[src/rtl/if_fetch_pkg.sv]
// if_fetch_pkg: shared reset/NOP defaults and fetch FSM state encoding
package if_fetch_pkg;
  localparam logic [31:0] RESET_PC_DEF = 32'h0000_3000;
  localparam logic [31:0] NOP_INSTR_DEF = 32'h0000_0000;
  typedef enum logic [1:0] {
    IDLE  = 2'd0,
    FETCH = 2'd1,
    HOLD  = 2'd2,
    DRAIN = 2'd3
  } state_t;
endpackage

[src/rtl/if_pc_next.sv]
// if_pc_next: next fetch PC select (hold / +4 / word-aligned redirect)
module if_pc_next (
  input  logic [31:0] pc,
  input  logic        advance,
  input  logic        redirect_en,
  input  logic [31:0] redirect_pc,
  output logic [31:0] pc_next
);
  // redirect wins; masking the low bits keeps every fetch word aligned
  always_comb pc_next = redirect_en ? (redirect_pc & ~32'd3) : advance ? pc + 32'd4 : pc;
endmodule

[src/rtl/if_fetch.sv]
// if_fetch: instruction fetch stage with single-outstanding IMEM handshake and squash
module if_fetch
  import if_fetch_pkg::*;
#(
  parameter logic [31:0] RESET_PC  = RESET_PC_DEF,
  parameter logic [31:0] NOP_INSTR = NOP_INSTR_DEF
) (
  input  logic        clk,
  input  logic        rst,
  input  logic        stall,
  input  logic        redirect_en,
  input  logic [31:0] redirect_pc,
  output logic        imem_req,
  output logic [31:0] imem_addr,
  input  logic        imem_rvalid,
  input  logic [31:0] imem_rdata,
  output logic [31:0] if_PC,
  output logic [31:0] if_instr,
  output logic        if_valid
);
  state_t      state, state_next;
  logic [31:0] pc_q, pc_next, hold_pc, hold_instr;
  logic        in_fetch, in_hold, got, deliver_fetch, deliver_hold, capture, advance;

  assign in_fetch      = state == FETCH;
  assign in_hold       = state == HOLD;
  assign got           = in_fetch & imem_rvalid;
  assign deliver_fetch = got & ~stall & ~redirect_en;
  assign deliver_hold  = in_hold & ~stall & ~redirect_en;
  assign capture       = got & stall & ~redirect_en;
  assign advance       = deliver_fetch | deliver_hold;
  assign imem_addr     = pc_q;

  if_pc_next u_pc_next (
    .pc         (pc_q),
    .advance    (advance),
    .redirect_en(redirect_en),
    .redirect_pc(redirect_pc),
    .pc_next    (pc_next)
  );

  // FSM state register
  always_ff @(posedge clk or posedge rst)
    if (rst) state <= IDLE;
    else state <= state_next;

  // next state; a redirect with a response still owed must drain it, including a stale one already in DRAIN
  always_comb
    state_next = redirect_en ? (((in_fetch || state == DRAIN) && !imem_rvalid) ? DRAIN : FETCH) :
                 state == IDLE ? FETCH :
                 in_fetch ? (capture ? HOLD : FETCH) :
                 in_hold ? (stall ? HOLD : FETCH) :
                 (imem_rvalid ? FETCH : DRAIN);

  // request is a pure function of state so IMEM sees no comb path from inputs
  always_comb imem_req = in_fetch;

  // program counter
  always_ff @(posedge clk or posedge rst)
    if (rst) pc_q <= RESET_PC;
    else pc_q <= pc_next;

  // park a response that arrived while ID was stalled
  always_ff @(posedge clk or posedge rst)
    if (rst) begin
      hold_pc    <= RESET_PC;
      hold_instr <= NOP_INSTR;
    end else if (capture) begin
      hold_pc    <= pc_q;
      hold_instr <= imem_rdata;
    end

  // IF/ID outputs: deliver, else bubble unless stalled (redirect always bubbles)
  always_ff @(posedge clk or posedge rst)
    if (rst) begin
      if_PC    <= RESET_PC;
      if_instr <= NOP_INSTR;
      if_valid <= 1'b0;
    end else if (deliver_fetch) begin
      if_PC    <= pc_q;
      if_instr <= imem_rdata;
      if_valid <= 1'b1;
    end else if (deliver_hold) begin
      if_PC    <= hold_pc;
      if_instr <= hold_instr;
      if_valid <= 1'b1;
    end else if (redirect_en || !stall) begin
      if_instr <= NOP_INSTR;
      if_valid <= 1'b0;
    end
endmodule

[config.mk]
export PLATFORM = sky130hd
export DESIGN_NAME = if_fetch
export DESIGN_NICKNAME = d
export VERILOG_FILES = /design/src/rtl/if_fetch_pkg.sv /design/src/rtl/if_pc_next.sv /design/src/rtl/if_fetch.sv
export SDC_FILE = /design/constraint.sdc
export NUM_CORES = 1
export LEC_CHECK = 0
export CORE_ASPECT_RATIO = 0.8
export CORE_MARGIN = 10
export CORE_UTILIZATION = 43
export CTS_BUF_LIST = sky130_fd_sc_hd__clkbuf_4 sky130_fd_sc_hd__clkbuf_8 sky130_fd_sc_hd__clkbuf_16
export DETAILED_ROUTE_END_ITERATION = 10
export DONT_BUFFER_PORTS = 1
export MAX_ROUTING_LAYER = met4
export PLACE_DENSITY_LB_ADDON = 0.12
export SKIP_LAST_GASP = 1
export SYNTH_ARGS = -nofsm -noshare
export SYNTH_HDL_FRONTEND = slang
export SYNTH_SLANG_ARGS = --single-unit
[constraint.sdc]
create_clock -name clk -period 13.4 [get_ports clk]
set_clock_uncertainty 0.05 [all_clocks]
set_input_delay 1.34 -clock clk [delete_from_list [all_inputs] [get_ports clk]]
set_output_delay 1.34 -clock clk [all_outputs]
set_load 0.03 [all_outputs]
==> results by group, run 1 <==
Place
  – Number of buffers inserted by port buffering: 0
  – RePlAce Congestion: 0.7912
  – Placed inst area: 0.007122 sq mm
  – Final HPWL DP: 12880 um

Layout
  – Area growth, synth to finish: 10.79%
  – Final Core Density: 48.73%
  – Finished Cell Area: 0.007724 sq mm
  – Layout cells sized above 1: 20.13%
  – NumNets Final: 663
  – Fillers: 1448
  – # diodes: 0

Clocking
  – Clk_lat worst skew: 0.42 ns
  – Post-cts sizing count: 0
  – CTS tree: yes
  – Clock Tree Buf Depth: 2
  – Clock transition at the registers of the reported paths: 0.06 ns
  – TritonCTS Buffers: 17
  – TritonCTS sink count: 157
  – Post CTS Setup Buffer Count: 0
  – Root buf cell: clkbuf_16
  – CTS H-tree depth: 4
  – Cts hold-fix bufs: 0

Logic synthesis
  – Most common library cells after synthesis: 151 x dfrtp_1, 81 x nand2_1, 62 x mux2_2
  – Ys flop type: dfrtp_1
  – Ys async rst share: 100.0%
  – Synth area leader: dfrtp_1
  – Ys Warns: 0
  – Most common cell in the synthesized netlist: dfrtp_1
  – Post-synth EDFFs: 0
  – Mapped cell area: 0.006972 sq mm
  – Share of the synthesized area in the top cell type: 54.20%
  – #FFs+latches synth: 157
  – Mapped Cells: 611
  – Synth area leaders: dfrtp_1 54%, mux2_2 10%, a222oi_1 4.6%
  – Synth unique cells: 54
  – Syn avg cell area: 11.41 sq um
  – Seq/Total Area, Yosys: 56.46%

Floorplan
  – Ports: 167
  – DIE WIDTH: 162.4 um
  – Std cell rows: 41
  – Core Area: 0.01585 sq mm
  – Initial Utilization: 43.98%
  – Die height: 133.9 um
  – Die footprint: 0.02174 sq mm

Min path
  – Min-delay src: hold_instr[0]$_DFFE_PP0P_
  – Worst hold path class: reg2reg
  – Worst Hold Path EP: if_instr[0]$_DFFE_PP0P_
  – WHS Path Cells: 2

Pwr
  – Max rail drop VDD: 0.0001009 V
  – Leakage: 3.485 nW
  – Cell Pwr Density: 174.3 mW/mm^2
  – Comb pwr share: 10.2%
  – Flop pwr share: 53.1%
  – Power Internal: 0.9407 mW
  – Switching power: 0.4052 mW
  – Sw frac: 30.11%
  – Clock power share: 36.7%

Timing
  – Rel. slew slack: 34.26%
  – Final Max Tran Viols: 0
  – TNS Setup: 0 ns
  – Worst slew pin tran: 0.9861 ns
  – RSZ-0062 raised after global routing: false
  – Period utilization: 25.57%
  – Final-report hold violation count: 0
  – # setup viols final: 0
  – Fmax: 291.9 MHz
  – Post-route minimum period: 3.426 ns

Setup path
  – R2R Path End: hold_pc[24]$_DFFE_PP0P_
  – Arr. time, crit path: 3.68 ns
  – Reg2reg start: state[1]$_DFF_PP0_
  – Worst-path cell chain: nand3b_1 > nor3_4 > buf_4 > mux2_2
  – Slowest stage delay, CP: 0.76 ns
  – CP startpoint kind: input pin
  – Critical path class: in2reg
  – CP max-delay cell: nor3_4
  – R2r setup slk: 10.39 ns
  – CP Max Fanout: 33
  – WP data required: 13.65 ns
  – Crit end category: flop
  – FF-to-FF path depth: 4

Outcome
  – Status: finished clean

Drt
  – DRT iter0 DRCs: 457
  – DRC errors left: 0
  – Vias: 4975
  – DRT Pass-1 Iters: 6
  – Vias per cell: 6.060
  – Routed Antenna Nets: 0
  – Drt wl/cell: 23.68 um
  – Final WL: 19440 um

Flow run
  – # Max-Cap Violations: 0

Global routing
  – GRT overflow: 0
  – All-layer global routing usage: 18.68%
  – First-pass GRT wire length: 30860 um
  – Largest net degree at the start of global routing: 91
  – Number of global-route vias before repair: 5237
  – Antenna violations before repair: 0
## area by class of cell
class | instances | area, sq um | share of cell area (%)
clock buffers | 21 | 461.7 | 5.978
clock inverters | 11 | 140.1 | 1.814
inverters | 44 | 170.2 | 2.203
multi-input cells | 366 | 2694 | 34.88
flip-flops and latches | 157 | 3936 | 50.96
well taps | 215 | 269.0 | 3.483
repair buffers | 7 | 52.55 | 0.6804
## power by group through the flow
stage                     Sequential, mW  Clock [mW]  Combinational, mW
final                              0.715       0.494              0.137
after global routing               0.729       0.529              0.157
after CTS                          0.716       0.506              0.140
after detailed placement           0.725           0              0.140
after global placement             0.719           0              0.133
after floorplan                    0.696           0              0.121
## sequential cells by signal (all words and copies together) (netlist names)
register    count
hold_instr     32
hold_pc        30
if_PC          30
if_instr       32
if_valid        1
imem_addr      30
state           2
## metrics by stage
stage	hold slack, ns	instances	power [mW]	setup WS, ns
after floorplan	0.4053	614	0.8167	7.785
after global placement	0.4123	789	0.8525	9.576
after detailed placement	0.4283	789	0.8641	9.592
after CTS	0.4429	821	1.363	10.04
after global routing	0.4639	821	1.416	9.861
final	0.4352	821	1.346	9.974
## worst max-delay path by stage
| stage | endpoint | startpoint | depth (start not counted) | slack, ns |
|---|---|---|---|---|
| after floorplan | hold_instr[0]$_DFFE_PP0P_ | rst | 1 | 7.79 |
| after global placement | hold_instr[0]$_DFFE_PP0P_ | imem_rvalid | 4 | 9.58 |
| after detailed placement | hold_pc[24]$_DFFE_PP0P_ | imem_rvalid | 4 | 9.59 |
| after CTS | hold_instr[18]$_DFFE_PP0P_ | imem_rvalid | 4 | 10.04 |
| after global routing | hold_pc[24]$_DFFE_PP0P_ | imem_rvalid | 4 | 9.86 |
| final | hold_pc[24]$_DFFE_PP0P_ | imem_rvalid | 4 | 9.97 |
## cell families after synthesis
family                   Yosys count  share of synthesized area (%)
multiplexers                      64                          10.30
flip-flops                       157                          56.46
adder cells (fa/ha/maj)            1                         0.1794
buffers and inverters             91                          5.420
AND/OR/NAND/NOR                  172                          12.15
XOR/XNOR                           2                         0.2513
other                              1                        0.05379
AO/OA/AOI/OAI                    123                          15.18
## layout by cell type, fill, tap and decap left out, drive strengths merged, types with 4 or more instances in the layout
| master | count |
|---|---|
| a222oi | 32 |
| nor4 | 5 |
| buf | 7 |
| a22oi | 25 |
| nand2 | 81 |
| a221o | 9 |
| nand4 | 8 |
| dfstp | 6 |
| a211oi | 4 |
| o311ai | 8 |
| clkbuf | 21 |
| inv | 45 |
| nor2 | 22 |
| dfrtp | 151 |
| a311oi | 6 |
| or4 | 5 |
| mux2 | 62 |
| conb | 4 |
| o21ai | 4 |
| a31oi | 9 |
| nor3 | 18 |
| o211ai | 4 |
| clkinv | 6 |
| nand3 | 13 |
## worst max-delay path: cells and delay by family
family,cells,cell delay [ns]
buffers and inverters,1,0.52
AND/OR/NAND/NOR,2,1.39
multiplexers,1,0.40
## routing by layer
| layer | wire length (um) | part of all wire (%) | global-route usage (%) | vias up |
|---|---|---|---|---|
| met2 | 9149 | 47 | 28.28 | 162 |
| met1 | 8067 | 42 | 22.29 | 2566 |
| met3 | 1942 | 10 | 7.890 | 23 |
| met4 | 278 | 1.4 | 5.651 | 0 |
| li1 | - | - | - | 2224 |
| met5 | 0 | 0 | - | - |
Power figures use the tool's default switching activity.
==> run 2: changes to the inputs <==
clock period = 3.5 ns   (was 13.4 ns; I/O delays follow)
==> results by group, run 2 (synthesis results as in run 1) <==
Drt
  – DRT iter0 DRCs: 540 (+18%)
  – Drt wl/cell: 23.61 um (-0.29%)
  – Vias: 5151 (+3.5%)
  – Routed Antenna Nets: 0 (unchanged)
  – Final WL: 20350 um (+4.7%)
  – DRC errors left: 0 (unchanged)
  – Vias per cell: 5.976 (-1.4%)
  – DRT Pass-1 Iters: 9 (+3)

Flow run
  – # Max-Cap Violations: 0 (unchanged)

Setup path
  – Crit end category: flop
  – CP Max Fanout: 8 (-76%)
  – CP top delay family: compound AO/OA/AOI/OAI gates
  – Slowest stage delay, CP: 0.68 ns (-0.08 ns)
  – CP startpoint kind: flop
  – Critical path class: reg2reg
  – CP max-delay cell: dfrtp_1
  – Worst-path cell chain: ha_1 > nand3_1 > buf_4 > a211oi_2 > a211oi_1 > a221oi_1 > dlygate4sd3_1
  – Arr. time, crit path: 3.09 ns (-0.59 ns)
  – WP data required: 3.82 ns (-9.83 ns)
  – Critical path buffers and inverters: 2 (+1)

Timing
  – Period utilization: 79.19%
  – TNS Setup: 0 ns (unchanged)
  – Min Hold Slack: 0.006804 ns (-0.4284 ns)
  – Final-report hold violation count: 0 (unchanged)
  – Final Max Tran Viols: 0 (unchanged)
  – Worst slew pin tran: 0.9733 ns (-0.01283 ns)
  – Final setup margin: 0.7285 ns (-9.245 ns)
  – Fmax: 360.8 MHz
  – # setup viols final: 0 (unchanged)
  – Post-route minimum period: 2.771 ns
  – RSZ-0062 raised after global routing: false
  – Rel. slew slack: 35.12% (+0.86 points)

Clocking
  – Post-cts sizing count: 0 (unchanged)
  – Clk_lat worst skew: 0.42 ns (about the same)
  – Clock transition at the registers of the reported paths: 0.07 ns (about the same)
  – CTS H-tree depth: 4 (unchanged)
  – Clock Tree Buf Depth: 2 (unchanged)
  – CTS tree: yes
  – TritonCTS sink count: 157 (unchanged)
  – TritonCTS Buffers: 17 (unchanged)
  – Post CTS Setup Buffer Count: 0 (unchanged)
  – Root buf cell: clkbuf_16

Layout
  – FF/Latch Area: 0.003936 sq mm (unchanged)
  – Finished Cell Area: 0.008192 sq mm (+6.1%)
  – Most frequent cells in the layout: 151 x dfrtp_1, 81 x nand2_1, 62 x mux2_2
  – Multi-input gate area: 0.002694 sq mm (unchanged)
  – Most common cell after layout, fill and taps aside: dfrtp_1
  – Final non-filler cell total: 862 (+5.0%)
  – Largest regs: hold_instr (32), if_instr (32)
  – Fillers: 1395 (-3.7%)
  – Layout cells sized above 1: 19.94% (-0.19 points)
  – Final Core Density: 51.68% (+3.0 points)
  – NumNets Final: 704 (+6.2%)
  – # diodes: 0 (unchanged)
  – Area growth, synth to finish: 17.50%

Floorplan
  – Core Area: 0.01585 sq mm (unchanged)
  – Initial Utilization: 43.98% (unchanged)
  – DIE WIDTH: 162.4 um (unchanged)
  – Die footprint: 0.02174 sq mm (unchanged)
  – Die height: 133.9 um (unchanged)
  – Std cell rows: 41 (unchanged)
  – Ports: 167 (unchanged)

Global routing
  – Number of global-route vias before repair: 5205 (-0.61%)
  – Antenna violations before repair: 0 (unchanged)
  – First-pass GRT wire length: 31960 um (+3.6%)
  – GRT overflow: 0 (unchanged)
  – Largest net degree at the start of global routing: 59 (-35%)
  – All-layer global routing usage: 19.20% (+0.52 points)

Pwr
  – Cell Pwr Density: 649.7 mW/mm^2 (+270%)
  – Max rail drop VDD: 0.0004034 V (+300%)
  – Total Power: 5.322 mW (+300%)
  – Leakage: 3.677 nW (+5.5%)

Outcome
  – Status: finished clean

Place
  – RePlAce Congestion: 0.8361 (+5.7%)
  – Final HPWL DP: 13400 um (+4.0%)
  – Number of buffers inserted by port buffering: 0 (unchanged)
  – Setup slack after placement: 0.9779 ns (-8.614 ns)
  – Placed cells: 796 (+0.89%)
  – Placed inst area: 0.007211 sq mm (+1.2%)

Min path
  – Worst hold path class: in2reg
## run 2: final timing paths
check	from	endpoint	slack, ns	cells after the start
worst max-delay path	imem_addr[2]$_DFFE_PP0P_	imem_addr[12]$_DFFE_PP1P_	0.73	7
worst min-delay path	imem_rdata[8]	if_instr[8]$_DFFE_PP0P_	0.007	2
worst max register to register	imem_addr[2]$_DFFE_PP0P_	imem_addr[12]$_DFFE_PP1P_	0.73	7
worst min register to register	hold_pc[21]$_DFFE_PP0P_	if_PC[21]$_DFFE_PP0P_	0.44	2
max in group asynchronous	rst	if_PC[12]$_DFFE_PP1P_	2.18	3
min in group asynchronous	rst	hold_pc[4]$_DFFE_PP0P_	0.44	2
## run 2: power breakdown
group	internal (mW)	leakage, nW	switching [mW]	total [mW]
Clock	1.24	0.311	0.774	2.01
Combinational	0.303	1.44	0.270	0.573
Sequential	2.17	1.93	0.566	2.74
## run 2: final cells by class
cell class,instances,share of cell area (%)
well taps,215,3.284
inverters,44,2.062
multi-input cells,366,32.89
repair buffers,48,5.896
clock buffers,19,5.529
clock inverters,13,2.291
flip-flops and latches,157,48.05
## run 2: repair_timing
item,in CTS,in global routing
setup endpoints to repair,0,0
hold buffers,31,3
hold endpoints to repair,53,3
## run 2: routing by layer
metal,share of wire [%],track usage [%]
met1,42,23.94
met4,0.74,4.440
met3,9.6,7.309
met5,0,-
met2,47,29.00
## run 2: worst reg2reg max path, stage by stage, from the launching register on
cell and delay (ns):
dfrtp_1 0.68, ha_1 0.29, nand3_1 0.10, buf_4 0.21, a211oi_2 0.40, a211oi_1 0.15, a221oi_1 0.25, dlygate4sd3_1 0.59
==> run 3: changes to the inputs <==
clock period = 2.8 ns   (was 3.5 ns; I/O delays follow)
==> results by group, run 3 (synthesis results as in run 1) <==
Clocking
  – CTS tree: yes
  – Root buf cell: clkbuf_16
  – Clk_lat worst skew: 0.42 ns (about the same)
  – Clock Tree Buf Depth: 2 (unchanged)
  – Clock transition at the registers of the reported paths: 0.06 ns (about the same)
  – TritonCTS Buffers: 17 (unchanged)
  – Post-cts sizing count: 0 (unchanged)
  – CTS H-tree depth: 4 (unchanged)
  – TritonCTS sink count: 157 (unchanged)

Pwr
  – Switching power: 2.017 mW (+25%)
  – Total Power: 6.782 mW (+27%)
  – Max rail drop VDD: 0.0005159 V (+28%)
  – Comb pwr share: 13.1% (+2.3 points)
  – Flop pwr share: 49.3% (-2.1 points)
  – Power Internal: 4.765 mW (+28%)
  – Cell Pwr Density: 782.9 mW/mm^2 (+21%)
  – Clock power share: 37.6% (-0.2 points)
  – Leakage: 3.909 nW (+6.3%)
  – Sw frac: 29.75% (-0.50 points)

Place
  – Placed inst area: 0.007348 sq mm (+1.9%)
  – Setup slack after placement: 0.4711 ns (-0.5068 ns)
  – Number of buffers inserted by port buffering: 0 (unchanged)
  – Final HPWL DP: 13740 um (+2.5%)
  – RePlAce Congestion: 0.8182 (-2.1%)
  – Placed cells: 816 (+2.5%)

Layout
  – Most frequent cells in the layout: 151 x dfrtp_1, 81 x nand2_1, 63 x dlygate4sd3_1
  – Final non-filler cell total: 915 (+6.1%)
  – # diodes: 0 (unchanged)
  – Area growth, synth to finish: 24.25%
  – FF/Latch Area: 0.003936 sq mm (unchanged)
  – Finished Cell Area: 0.008662 sq mm (+5.7%)
  – Layout cells sized above 1: 21.86% (+1.9 points)
  – Most common cell after layout, fill and taps aside: dfrtp_1
  – Multi-input gate area: 0.002694 sq mm (unchanged)
  – Fillers: 1361 (-2.4%)
  – Largest regs: hold_instr (32), if_instr (32)
  – Final Core Density: 54.65% (+3.0 points)
  – NumNets Final: 757 (+7.5%)

Setup path
  – Slowest stage delay, CP: 0.58 ns (-0.10 ns)
  – Worst-path cell chain: ha_1 > nand3_1 > buf_4 > a211oi_2 > a211oi_1 > a221oi_1 > dlygate4sd3_1
  – CP max-delay cell: dlygate4sd3_1
  – WP data required: 3.11 ns (-0.71 ns)
  – CP startpoint kind: flop
  – Arr. time, crit path: 2.67 ns (-0.42 ns)
  – Critical path class: reg2reg
  – CP top delay family: buffers and inverters
  – Critical path buffers and inverters: 2 (unchanged)
  – Crit end category: flop
  – CP Max Fanout: 5 (-3)

Timing
  – Worst slew pin tran: 0.9298 ns (-0.04342 ns)
  – Final Max Tran Viols: 0 (unchanged)
  – Period utilization: 84.16% (+5.0 points)
  – Post-route minimum period: 2.356 ns (-0.4150 ns)
  – Final setup margin: 0.4435 ns (-0.2850 ns)
  – Fmax: 424.4 MHz (+18%)
  – Min Hold Slack: 0.03263 ns (+0.02583 ns)
  – # setup viols final: 0 (unchanged)
  – TNS Setup: 0 ns (unchanged)
  – Rel. slew slack: 37.81% (+2.7 points)
  – Final-report hold violation count: 0 (unchanged)
  – RSZ-0062 raised after global routing: false

Floorplan
  – Std cell rows: 41 (unchanged)
  – Die height: 133.9 um (unchanged)
  – Ports: 167 (unchanged)
  – Die footprint: 0.02174 sq mm (unchanged)
  – DIE WIDTH: 162.4 um (unchanged)
  – Initial Utilization: 43.98% (unchanged)
  – Core Area: 0.01585 sq mm (unchanged)

Drt
  – Routed Antenna Nets: 0 (unchanged)
  – DRC errors left: 0 (unchanged)
  – DRT iter0 DRCs: 572 (+5.9%)
  – Vias: 5317 (+3.2%)
  – Final WL: 20460 um (+0.56%)
  – Drt wl/cell: 22.36 um (-5.3%)
  – DRT Pass-1 Iters: 6 (-3)
  – Vias per cell: 5.811 (-2.8%)

Global routing
  – Antenna violations before repair: 0 (unchanged)
  – GRT overflow: 0 (unchanged)
  – Largest net degree at the start of global routing: 61 (+3.4%)
  – First-pass GRT wire length: 32350 um (+1.2%)
  – All-layer global routing usage: 19.28% (+0.083 points)
  – Number of global-route vias before repair: 5608 (+7.7%)

Min path
  – Worst hold path class: in2reg

Outcome
  – Status: finished clean

Flow run
  – # Max-Cap Violations: 0 (unchanged)
## run 3: repair_timing
action                     CTS  global route
setup endpoints to repair    0             1
hold buffers                63             0
hold endpoints to repair   244             0
setup buffers                0             4
## run 3: final timing paths
path	start	endpoint	slack [ns]	cells after the start
setup / recovery	imem_addr[3]$_DFFE_PP0P_	imem_addr[12]$_DFFE_PP1P_	0.44	7
hold / removal	redirect_en	imem_addr[11]$_DFFE_PP0P_	0.03	2
setup reg to reg	imem_addr[3]$_DFFE_PP0P_	imem_addr[12]$_DFFE_PP1P_	0.44	7
hold reg to reg	hold_pc[20]$_DFFE_PP0P_	if_PC[20]$_DFFE_PP0P_	0.43	2
max in group asynchronous	rst	imem_addr[20]$_DFFE_PP0P_	1.60	3
min in group asynchronous	rst	if_PC[2]$_DFFE_PP0P_	0.48	3
## run 3: power by group through the flow
stage / Clock, mW / Combinational (mW) / Sequential, mW
global placement: 0 / 0.765 / 3.36
finish: 2.55 / 0.888 / 3.34
detailed placement: 0 / 0.801 / 3.39
floorplan: 0 / 0.580 / 3.33
global route: 2.71 / 0.991 / 3.41
CTS: 2.61 / 0.891 / 3.35
## run 3: final cells by class
cell class | count | area share (%)
well taps | 215 | 3.106
repair buffers | 101 | 10.86
multi-input cells | 366 | 31.10
clock inverters | 13 | 2.456
clock buffers | 19 | 5.084
inverters | 44 | 1.950
flip-flops and latches | 157 | 45.44
## run 3: metal layers
layer  wire length (um)  GRT usage [%]  vias up
li1                   -              -     2404
met1               8836          24.61     2720
met2               9807          29.14      183
met3               1717          6.942       10
met4                101          3.633        0
met5                  0              -        -
